`src/rtl/mips_io_pkg.sv`:
```
// Shared definitions for the MIPS I/O port: datapath width, IN/OUT decode
// constants, and the output-stage state encoding.
// No ports; imported by the interface, the FIFO and the top.
package mips_io_pkg;

    localparam int IO_DATA_W = 16;

    // IN and OUT share one opcode and are distinguished by the funk field.
    localparam logic [3:0] OP_IO    = 4'b1100;
    localparam logic [2:0] FUNK_IN  = 3'b000;
    localparam logic [2:0] FUNK_OUT = 3'b001;

    typedef enum logic {
        OUT_IDLE = 1'b0,
        OUT_FULL = 1'b1
    } out_state_t;

endpackage

```
`src/rtl/mips_io_port_if.sv`:
```
// Bundle of control-unit strobes, IN data/stall and both external channels.
// slave: the I/O port side; master: control unit plus external world.
// Widths follow DATA_W and IN_DEPTH so InCount can hold 0..IN_DEPTH.
interface mips_io_port_if
    import mips_io_pkg::*;
#(
    parameter int DATA_W   = IO_DATA_W,
    parameter int IN_DEPTH = 4
);

    logic                        InputRead;
    logic                        OutputWrite;
    logic [DATA_W-1:0]           OutData;
    logic [DATA_W-1:0]           InData;
    logic                        IOStall;
    logic [$clog2(IN_DEPTH):0]   InCount;
    logic [DATA_W-1:0]           ext_in_data;
    logic                        ext_in_valid;
    logic                        ext_in_ready;
    logic [DATA_W-1:0]           ext_out_data;
    logic                        ext_out_valid;
    logic                        ext_out_ready;

    modport slave (
        input  InputRead, OutputWrite, OutData,
        input  ext_in_data, ext_in_valid, ext_out_ready,
        output InData, IOStall, InCount,
        output ext_in_ready, ext_out_data, ext_out_valid
    );

    modport master (
        output InputRead, OutputWrite, OutData,
        output ext_in_data, ext_in_valid, ext_out_ready,
        input  InData, IOStall, InCount,
        input  ext_in_ready, ext_out_data, ext_out_valid
    );

endinterface

```
`src/rtl/io_sync_fifo.sv`:
```
// Synchronous FIFO with a show-ahead head word (0 when empty).
// Latency: a pushed word is visible at head one cycle later; no bypass.
// Backpressure: push ignored when full, pop ignored when empty.
// Ports: CLK/Reset, push + wr_data, pop, head, full, empty, count (0..DEPTH).
// DEPTH must be a power of two (>= 2) so the pointers wrap naturally.
module io_sync_fifo
    import mips_io_pkg::*;
#(
    parameter int DATA_W = IO_DATA_W,
    parameter int DEPTH  = 4
) (
    input  logic                     CLK,
    input  logic                     Reset,
    input  logic                     push,
    input  logic [DATA_W-1:0]        wr_data,
    input  logic                     pop,
    output logic [DATA_W-1:0]        head,
    output logic                     full,
    output logic                     empty,
    output logic [$clog2(DEPTH):0]   count
);

    localparam int AW = $clog2(DEPTH);

    logic [DATA_W-1:0] mem [DEPTH];
    logic [AW-1:0]     wr_ptr;
    logic [AW-1:0]     rd_ptr;
    logic [AW:0]       cnt;
    logic              push_ok;
    logic              pop_ok;

    assign full    = (cnt == (AW+1)'(DEPTH));
    assign empty   = (cnt == '0);
    assign push_ok = push && !full;
    assign pop_ok  = pop && !empty;
    assign head    = empty ? '0 : mem[rd_ptr];
    assign count   = cnt;

    // Storage needs no reset: count gates every read of it.
    always_ff @(posedge CLK) begin
        if (push_ok) begin
            mem[wr_ptr] <= wr_data;
        end
    end

    always_ff @(posedge CLK or negedge Reset) begin
        if (!Reset) begin
            wr_ptr <= '0;
            rd_ptr <= '0;
            cnt    <= '0;
        end else begin
            if (push_ok) begin
                wr_ptr <= wr_ptr + AW'(1);
            end
            if (pop_ok) begin
                rd_ptr <= rd_ptr + AW'(1);
            end
            case ({push_ok, pop_ok})
                2'b10:   cnt <= cnt + (AW+1)'(1);
                2'b01:   cnt <= cnt - (AW+1)'(1);
                default: cnt <= cnt;
            endcase
        end
    end

endmodule

```
`src/rtl/mips_io_port.sv`:
```
// I/O port for the multicycle MIPS: buffered IN channel, one-word OUT stage.
// Latency: ext push -> InData 1 cycle; OutputWrite -> ext_out_valid 1 cycle.
// Backpressure: IOStall when IN finds the FIFO empty or OUT finds the stage
// full and not being drained; ext_in_ready drops when the FIFO is full.
// Ports: CLK, Reset (async active-low), io (slave side of mips_io_port_if).
module mips_io_port
    import mips_io_pkg::*;
#(
    parameter int DATA_W   = IO_DATA_W,
    parameter int IN_DEPTH = 4
) (
    input  logic           CLK,
    input  logic           Reset,
    mips_io_port_if.slave  io
);

    // ---------------- input side ----------------
    logic in_full;
    logic in_empty;
    logic in_push;
    logic in_pop;
    logic in_stall;
    logic ready_en;

    // Holds ext_in_ready low through reset; rises on the first edge after
    // release so no word is accepted before the port is running.
    always_ff @(posedge CLK or negedge Reset) begin
        if (!Reset) begin
            ready_en <= 1'b0;
        end else begin
            ready_en <= 1'b1;
        end
    end

    // Ready comes from registered occupancy only: a pop in the same cycle
    // does not reopen a full FIFO.
    assign io.ext_in_ready = ready_en && !in_full;
    assign in_push         = io.ext_in_valid && io.ext_in_ready;
    assign in_pop          = io.InputRead && !in_empty;
    assign in_stall        = io.InputRead && in_empty;

    io_sync_fifo #(
        .DATA_W (DATA_W),
        .DEPTH  (IN_DEPTH)
    ) u_in_fifo (
        .CLK     (CLK),
        .Reset   (Reset),
        .push    (in_push),
        .wr_data (io.ext_in_data),
        .pop     (in_pop),
        .head    (io.InData),
        .full    (in_full),
        .empty   (in_empty),
        .count   (io.InCount)
    );

    // ---------------- output side ----------------
    out_state_t        state;
    out_state_t        state_nxt;
    logic              out_load;
    logic              out_stall;
    logic [DATA_W-1:0] out_dat;

    always_ff @(posedge CLK or negedge Reset) begin
        if (!Reset) begin
            state   <= OUT_IDLE;
            out_dat <= '0;
        end else begin
            state <= state_nxt;
            if (out_load) begin
                out_dat <= io.OutData;
            end
        end
    end

    always_comb begin
        state_nxt = state;
        out_load  = 1'b0;
        out_stall = 1'b0;
        case (state)
            OUT_IDLE: begin
                if (io.OutputWrite) begin
                    out_load  = 1'b1;
                    state_nxt = OUT_FULL;
                end
            end
            OUT_FULL: begin
                if (io.ext_out_ready) begin
                    // Word drains this edge; a new OUT can refill behind it.
                    if (io.OutputWrite) begin
                        out_load = 1'b1;
                    end else begin
                        state_nxt = OUT_IDLE;
                    end
                end else if (io.OutputWrite) begin
                    out_stall = 1'b1;
                end
            end
            default: state_nxt = OUT_IDLE;
        endcase
    end

    assign io.ext_out_valid = (state == OUT_FULL);
    assign io.ext_out_data  = out_dat;

    // IN and OUT are independent; either one holds the control unit.
    assign io.IOStall = in_stall || out_stall;

endmodule

```
`src/flat_wrapper.sv`:
```
// flat-port wrapper written by rule: the top's interface ports become plain ports
module mips_io_port_flat import mips_io_pkg::*;
#(
    parameter int DATA_W   = IO_DATA_W,
    parameter int IN_DEPTH = 4
)
  (CLK, Reset, io_InputRead, io_OutputWrite, io_OutData, io_ext_in_data, io_ext_in_valid, io_ext_out_ready, io_InData, io_IOStall, io_InCount, io_ext_in_ready, io_ext_out_data, io_ext_out_valid);
  mips_io_port_if #(.DATA_W(DATA_W), .IN_DEPTH(IN_DEPTH)) io_i ();
  input  logic CLK;
  input  logic Reset;
  input wire logic [$bits(io_i.InputRead)-1:0] io_InputRead;
  input wire logic [$bits(io_i.OutputWrite)-1:0] io_OutputWrite;
  input wire logic [$bits(io_i.OutData)-1:0] io_OutData;
  input wire logic [$bits(io_i.ext_in_data)-1:0] io_ext_in_data;
  input wire logic [$bits(io_i.ext_in_valid)-1:0] io_ext_in_valid;
  input wire logic [$bits(io_i.ext_out_ready)-1:0] io_ext_out_ready;
  output wire logic [$bits(io_i.InData)-1:0] io_InData;
  output wire logic [$bits(io_i.IOStall)-1:0] io_IOStall;
  output wire logic [$bits(io_i.InCount)-1:0] io_InCount;
  output wire logic [$bits(io_i.ext_in_ready)-1:0] io_ext_in_ready;
  output wire logic [$bits(io_i.ext_out_data)-1:0] io_ext_out_data;
  output wire logic [$bits(io_i.ext_out_valid)-1:0] io_ext_out_valid;
  assign io_i.InputRead = io_InputRead;
  assign io_i.OutputWrite = io_OutputWrite;
  assign io_i.OutData = io_OutData;
  assign io_i.ext_in_data = io_ext_in_data;
  assign io_i.ext_in_valid = io_ext_in_valid;
  assign io_i.ext_out_ready = io_ext_out_ready;
  assign io_InData = io_i.InData;
  assign io_IOStall = io_i.IOStall;
  assign io_InCount = io_i.InCount;
  assign io_ext_in_ready = io_i.ext_in_ready;
  assign io_ext_out_data = io_i.ext_out_data;
  assign io_ext_out_valid = io_i.ext_out_valid;
  mips_io_port #(.DATA_W(DATA_W), .IN_DEPTH(IN_DEPTH)) u_core (.CLK(CLK), .Reset(Reset), .io(io_i));
endmodule
```
`config.mk`:
```
export PLATFORM = sky130hd
export DESIGN_NAME = mips_io_port_flat
export DESIGN_NICKNAME = d
export VERILOG_FILES = /design/src/rtl/mips_io_pkg.sv /design/src/rtl/mips_io_port_if.sv /design/src/rtl/io_sync_fifo.sv /design/src/rtl/mips_io_port.sv /design/src/flat_wrapper.sv
export SDC_FILE = /design/constraint.sdc
export NUM_CORES = 1
export LEC_CHECK = 0
export BUFFER_PORTS_ARGS = -buffer_cell sky130_fd_sc_hd__buf_2
export CAP_MARGIN = 30
export CORE_MARGIN = 1.5
export CORE_UTILIZATION = 45
export DETAILED_ROUTE_END_ITERATION = 8
export GPL_TIMING_DRIVEN = 0
export PLACE_DENSITY = 0.74
export SKIP_LAST_GASP = 1
export SYNTH_ARGS = -nofsm -noshare
export SYNTH_HDL_FRONTEND = slang
export SYNTH_SLANG_ARGS = --single-unit
export TNS_END_PERCENT = 20
```
`constraint.sdc`:
```
create_clock -name CLK -period 2.1 [get_ports CLK]
set_input_delay 0.42 -clock CLK [delete_from_list [all_inputs] [get_ports CLK]]
set_output_delay 0.42 -clock CLK [all_outputs]
set_load 0.01 [all_outputs]
```
; Word-level counts from Yosys, hierarchy flattened
; Memories as Yosys holds them, arrays and structs flattened.
; Index checks and enable logic that the tools add are counted.
[op_classes]
n_addsub = 4
n_eq_ne = 3
mux = 11
n_bitwise = 1
reduce_logical = 11
[op_table]
columns = cell, n
row1 = 16-bit 2-to-1 mux, 1
row2 = 1-bit 2-to-1 mux, 7
row3 = 1-bit logical AND, 6
row4 = 3-bit one-hot mux with 2 select lines, 1
row5 = "2-bit by 1-bit adder with 2-bit output, second input constant", 2
row6 = 1-bit one-hot mux with 2 select lines, 2
row7 = "3-bit by 1-bit adder with 3-bit output, second input constant", 1
row8 = "3-bit equality test, second input constant", 1
row9 = 3-bit logical NOT, 1
row10 = "3-bit by 1-bit subtractor with 3-bit output, second input constant", 1
row11 = "2-bit by 1-bit equality test with 1-bit output, second input constant", 1
row12 = "2-bit equality test, second input constant", 1
row13 = 1-bit logical NOT, 2
row14 = 2-bit nonzero test, 1
row15 = 1-bit logical OR, 1
row16 = 1-bit NOT, 1
[totals]
reg_bits = 25
ram_bits = 64
out_inout_bits = 38
memories = 1
[mem_list]
columns = memory, depth, width, read_ports, rd_ports_with_merged_regs, write_ports, line
row1 = u_core.u_in_fifo.mem, 4, 16, 1, 0, 1, io_sync_fifo.sv:25  ; logic [DATA_W-1:0] mem [DEPTH];

; Longest topological paths before layout
[depth]
word_depth = 7
depth_mapped = 9

; Cells and area by module
; A second synthesis with hierarchy kept.
[hier_totals]
cells_unflattened = 184
hier_area_um2 = 3707.3
[modules_own_cells]
columns = mod, n_inst, cells_each, area_each_um2
row1 = io_sync_fifo, 1, 139, 2955.3
row2 = mips_io_port, 1, 45, 752.0

; Least setup slack after synthesis
; No wires, ideal clock.
[synth_path]
path_kind = register to register
from = register u_core.u_in_fifo.cnt[0], in the netlist u_core.u_in_fifo.count[0]
to = register u_core.u_in_fifo.cnt[2], in the netlist u_core.u_in_fifo.count[2]
setup_ns = 0.080
t_arrival_ns = 1.776
t_required_ns = 2.020
slack_ns = 0.245
stages_incl_launch_ff = 10
n_path_buf = 0
path_cell_list = dfrtp_1 > nor2_1 > a21oi_2 > inv_1 > ha_1 > inv_1 > fa_1 > xor2_1 > nor2_1 > xor2_1
[synth_between]
elab_chain_len = 7
elab_cells_between_ends = 15
classes_between = add/sub: 2 / eq/ne: 3 / mux: 1 / reduce/logical: 9
[synth_lines]
columns = element, line
row1 = start: declaration, io_sync_fifo.sv:28  ; logic [AW:0] cnt;
row2 = start signal: assignment, io_sync_fifo.sv:59  ; 2'b10: cnt <= cnt + (AW+1)'(1);
row3 = start signal: assignment, io_sync_fifo.sv:60  ; 2'b01: cnt <= cnt - (AW+1)'(1);
row4 = start signal: assignment, io_sync_fifo.sv:61  ; default: cnt <= cnt;
row5 = 3-bit equality test, io_sync_fifo.sv:32  ; assign full = (cnt == (AW+1)'(DEPTH));
row6 = 1-bit logical NOT, "io_sync_fifo.sv:34, mips_io_port.sv:37"
row7 = 1-bit logical AND, mips_io_port.sv:37  ; assign io.ext_in_ready = ready_en && !in_full;
row8 = 1-bit logical AND, mips_io_port.sv:38  ; assign in_push = io.ext_in_valid && io.ext_in_ready;
row9 = 1-bit logical AND, io_sync_fifo.sv:34  ; assign push_ok = push && !full;
row10 = 2-bit by 1-bit equality test with 1-bit output or 2-bit equality test (tied branches), io_sync_fifo.sv:58  ; case ({push_ok, pop_ok})
row11 = 3-bit one-hot mux with 2 select lines or 2-bit nonzero test (tied branches), n/a
; Several ways; a longest one is shown, not always the timed one.
; A chain may end at the register's enable or synchronous reset.

; Worst setup path after layout
[layout_path]
from = register u_core.u_in_fifo.rd_ptr[0]
to = output io_InData[15]
[layout_between]
elab_chain_len = 2
[layout_lines]
columns = element, line
row1 = start: declaration, io_sync_fifo.sv:27  ; logic [AW-1:0] rd_ptr;
row2 = start signal: assignment, io_sync_fifo.sv:56  ; rd_ptr <= rd_ptr + AW'(1);
row3 = memory 4 x 16 bit, n/a
row4 = 16-bit 2-to-1 mux, io_sync_fifo.sv:36  ; assign head = empty ? '0 : mem[rd_ptr];
row5 = end: declaration, flat_wrapper.sv:17  ; output wire logic [$bits(io_i.InData)-1:0] io_InData;
; Every way passes these cells.

==> flow_summary.toml <==
[status]
outcome = "finished, violations left"
violations = "setup timing"

[cells_and_area]
multi_input_area_sq_um = 993
fin_cells = 382
final_cell_mix = "64 x buf_2, 64 x edfxtp_1, 22 x dfrtp_1"
drive_gt1_share_pct = 52.1
diodes = 0
fin_nets = 319
seq_area_sq_mm = 0.00255
final_util_pct = 58.1
final_cell_area_sq_mm = 0.00449
fill_cells = 610
area_growth_pct = 24.7

[critical_path]
critPathRequiredTime_ns = 1.68
cp_max_fo = 4
r2r_cells = 9
endpoint_kind = "primary output"
critPathKind = "reg -> out"
startpoint_type = "flip-flop"
r2r-start = "u_core.u_in_fifo.count[2]$_DFFE_PN0P_"
cp.arrival_ns = 1.75
timing.rr.end = "u_core.u_in_fifo.count[2]$_DFFE_PN0P_"
reg2reg_slack_ns = 0.09

[power_and_ir_drop]
p_per_area_mw_per_mm2 = 1280
power.leakage_nw = 1.80
power_frac_comb_pct = 40.6
peakVddDrop_uv = 674
clkPwrFrac_pct = 19.5
internal_power_mw = 4.04
pwr-share-seq_pct = 39.9
netSwitchingPower_mw = 1.69
p_sw_share_pct = 29.5

[cts]
cts_buffers = 9
ctsHoldBuffers = 0
worstSkewPairLatency_ns = 0.35
cts_sinks = 89
clk_pin_slew_ns = 0.09
htreeDepth = 3
clock_path_buffers = 2
cts_tree = "yes"
cts_root_buffer = "clkbuf_8"

[global_routing]
grt_max_degree = 26
track_usage_pct = 15.7
antenna_found_initial = 0
grt_pass1_vias = 2005
grt-ovfl-total = 0
grt_pass1_wl_um = 9870

[synth]
syn_avg_cell_area_sq_um = 19.7
synth.largest_area_cell = "edfxtp_1"
synth_top_area_share_pct = 53.4
seq_area_frac_synth_pct = 70.8
synth.area.top_cells = "edfxtp_1 53%, dfrtp_1 17%, mux4_2 10%"
syn-num-nets = 227
yosysUniqueCellTypes = 26
ys_ff_latch = 89
ys_warn_count = 0
syn_inst = 183
syn_area_sq_mm = 0.00360

[timing]
tightest_slew_ns = 0.858
hold_violations = 0
fin_setup_tns_ns = -0.815
skew_ns = 0.0119
rsz0062_at_grt = "true"
relSlewSlack_pct = 42.8
setup_violations = 16
worst_slack_ns = -0.0749
layout_min_cycle_time_ns = 2.17
layout_worst_path_cycle_share_pct = 104
timing.fmax_mhz = 460
maxSlewViolCount = 0

[drt]
avgRoutedWirePerCell_um = 16.2
firstDrtPassIters = 4
dr_total_vias = 1817
postRouteAntennaNets = 0
drc_errors = 0
viasPerCell = 4.76
first_iter_violations = 114
routed_wl_um = 6180

[floorplan]
die_area_sq_mm = 0.00855
fp.dieH_um = 92.4
start_util_pct = 46.6
rows = 32
die_x_um = 92.4
core_area_sq_mm = 0.00773
io_pins = 76

[place]
port_buffers = 75
dp.cells = 360
dpl.hpwl_um = 4030
place_area_sq_mm = 0.00410
place.gp.congestion = 0.738

[run]
drv_cap = 0

[hold_path]
hp-class = "in -> async"
==> logic make-up (layout without fill, tap and decap cells) <==
group                    after synthesis  after routing  synth area share, %
adder cells (fa/ha/maj)                6              6                 2.29
AO/OA/AOI/OAI                          3              3                0.591
other                                  1              1                0.104
XOR/XNOR                               6              6                 1.46
AND/OR/NAND/NOR                       31             31                 6.78
flip-flops                            89             89                 70.8
multiplexers                          34             34                 15.6
buffers and inverters                 13            110                 2.40
==> through the flow <==
stage / setup slack [ns] / power (mW) / hold WS, ns
detailed placement: 0.0543 / 4.21 / 0.443
finish: -0.0749 / 5.73 / 0.0607
CTS: -0.119 / 5.47 / 0.0568
global placement: 0.0712 / 4.15 / 0.440
global route: -0.136 / 6.07 / 0.0870
floorplan: 0.245 / 3.61 / 0.124
==> what timing repair did <==
item / 4_1_cts / 5_1_grt
endpoints found under the setup margin: 17 / 82
buffers inserted: 4 / 1
cloned: 0 / 1
resized for setup: 4 / 21
pin swaps: 1 / 0
==> power by group through the flow <==
stage	Combinational (mW)	Sequential, mW	Clock [mW]
final	2.33	2.29	1.12
after global routing	2.52	2.32	1.22
after CTS	2.04	2.28	1.15
after detailed placement	1.89	2.32	0
after global placement	1.85	2.30	0
after floorplan	1.28	2.33	0
==> metal layers <==
layer  global-route usage (%)  part of all wire (%)  wire length (um)  up-vias
met3                     2.46                   2.7               170       10
li1                         -                     -                 -      865
met5                        0                     0                 0        -
met4                     7.69                   2.0               124        0
met2                     26.0                    53              3270       34
met1                     20.1                    42              2610      908
==> synthesized netlist by cell type <==
cell / instances
buf_6: 2
nand2b_1: 1
buf_12: 1
mux2_2: 11
inv_1: 7
buf_2: 2
mux2i_1: 1
xor2_1: 4
xnor2_1: 2
edfxtp_1: 64
mux4_2: 16
conb_1: 1
nor2_1: 3
o21ai_1: 1
a21oi_2: 1
nor2b_4: 8
a21boi_0: 1
nor3_4: 1
mux2_1: 6
buf_4: 1
and2_1: 4
nand2_1: 5
nor2b_1: 9
ha_1: 5
fa_1: 1
dfrtp_1: 25
==> worst max-delay path, cell delays in order, from the launching register on <==
cell and delay, ns:
dfrtp_1 0.36, buf_8 0.14, buf_12 0.11, mux4_2 0.49, nor2b_2 0.17, buf_2 0.14
==> worst max-delay path by stage <==
stage / start / endpoint / slack (ns) / cells after the start
after floorplan: u_core.u_in_fifo.count[0]$_DFFE_PN0P_ / u_core.u_in_fifo.count[2]$_DFFE_PN0P_ / 0.24 / 9
after global placement: u_core.u_in_fifo.count[0]$_DFFE_PN0P_ / u_core.u_in_fifo.count[2]$_DFFE_PN0P_ / 0.07 / 8
after global routing: u_core.u_in_fifo.rd_ptr[0]$_DFFE_PN0P_ / io_InData[15] / -0.14 / 5
final: u_core.u_in_fifo.rd_ptr[0]$_DFFE_PN0P_ / io_InData[15] / -0.07 / 5
after detailed placement: u_core.u_in_fifo.count[0]$_DFFE_PN0P_ / u_core.u_in_fifo.mem[3][10]$_DFFE_PP_ / 0.05 / 3
after CTS: u_core.u_in_fifo.rd_ptr[0]$_DFFE_PN0P_ / io_InData[8] / -0.12 / 5
==> sequential cells by signal (all words and copies together) (netlist names) <==
signal,flops
u_core.u_in_fifo.rd_ptr,2
u_core.u_in_fifo.mem,64
u_core.u_in_fifo.count,3
u_core.ready_en,1
u_core.u_in_fifo.wr_ptr,2
u_core.io.ext_out_valid,1
u_core.io.ext_out_data,16
==> area by class of cell <==
cell class	instances	area share [%]
buffer	6	1.62
clock inverter	5	1.25
timing repair buffer	81	11.8
tap	102	2.84
clock buffer	11	2.93
sequential	89	56.8
multi-input combinational	81	22.1
inverter	7	0.585
Note: power is estimated with default switching activity, not from simulation.
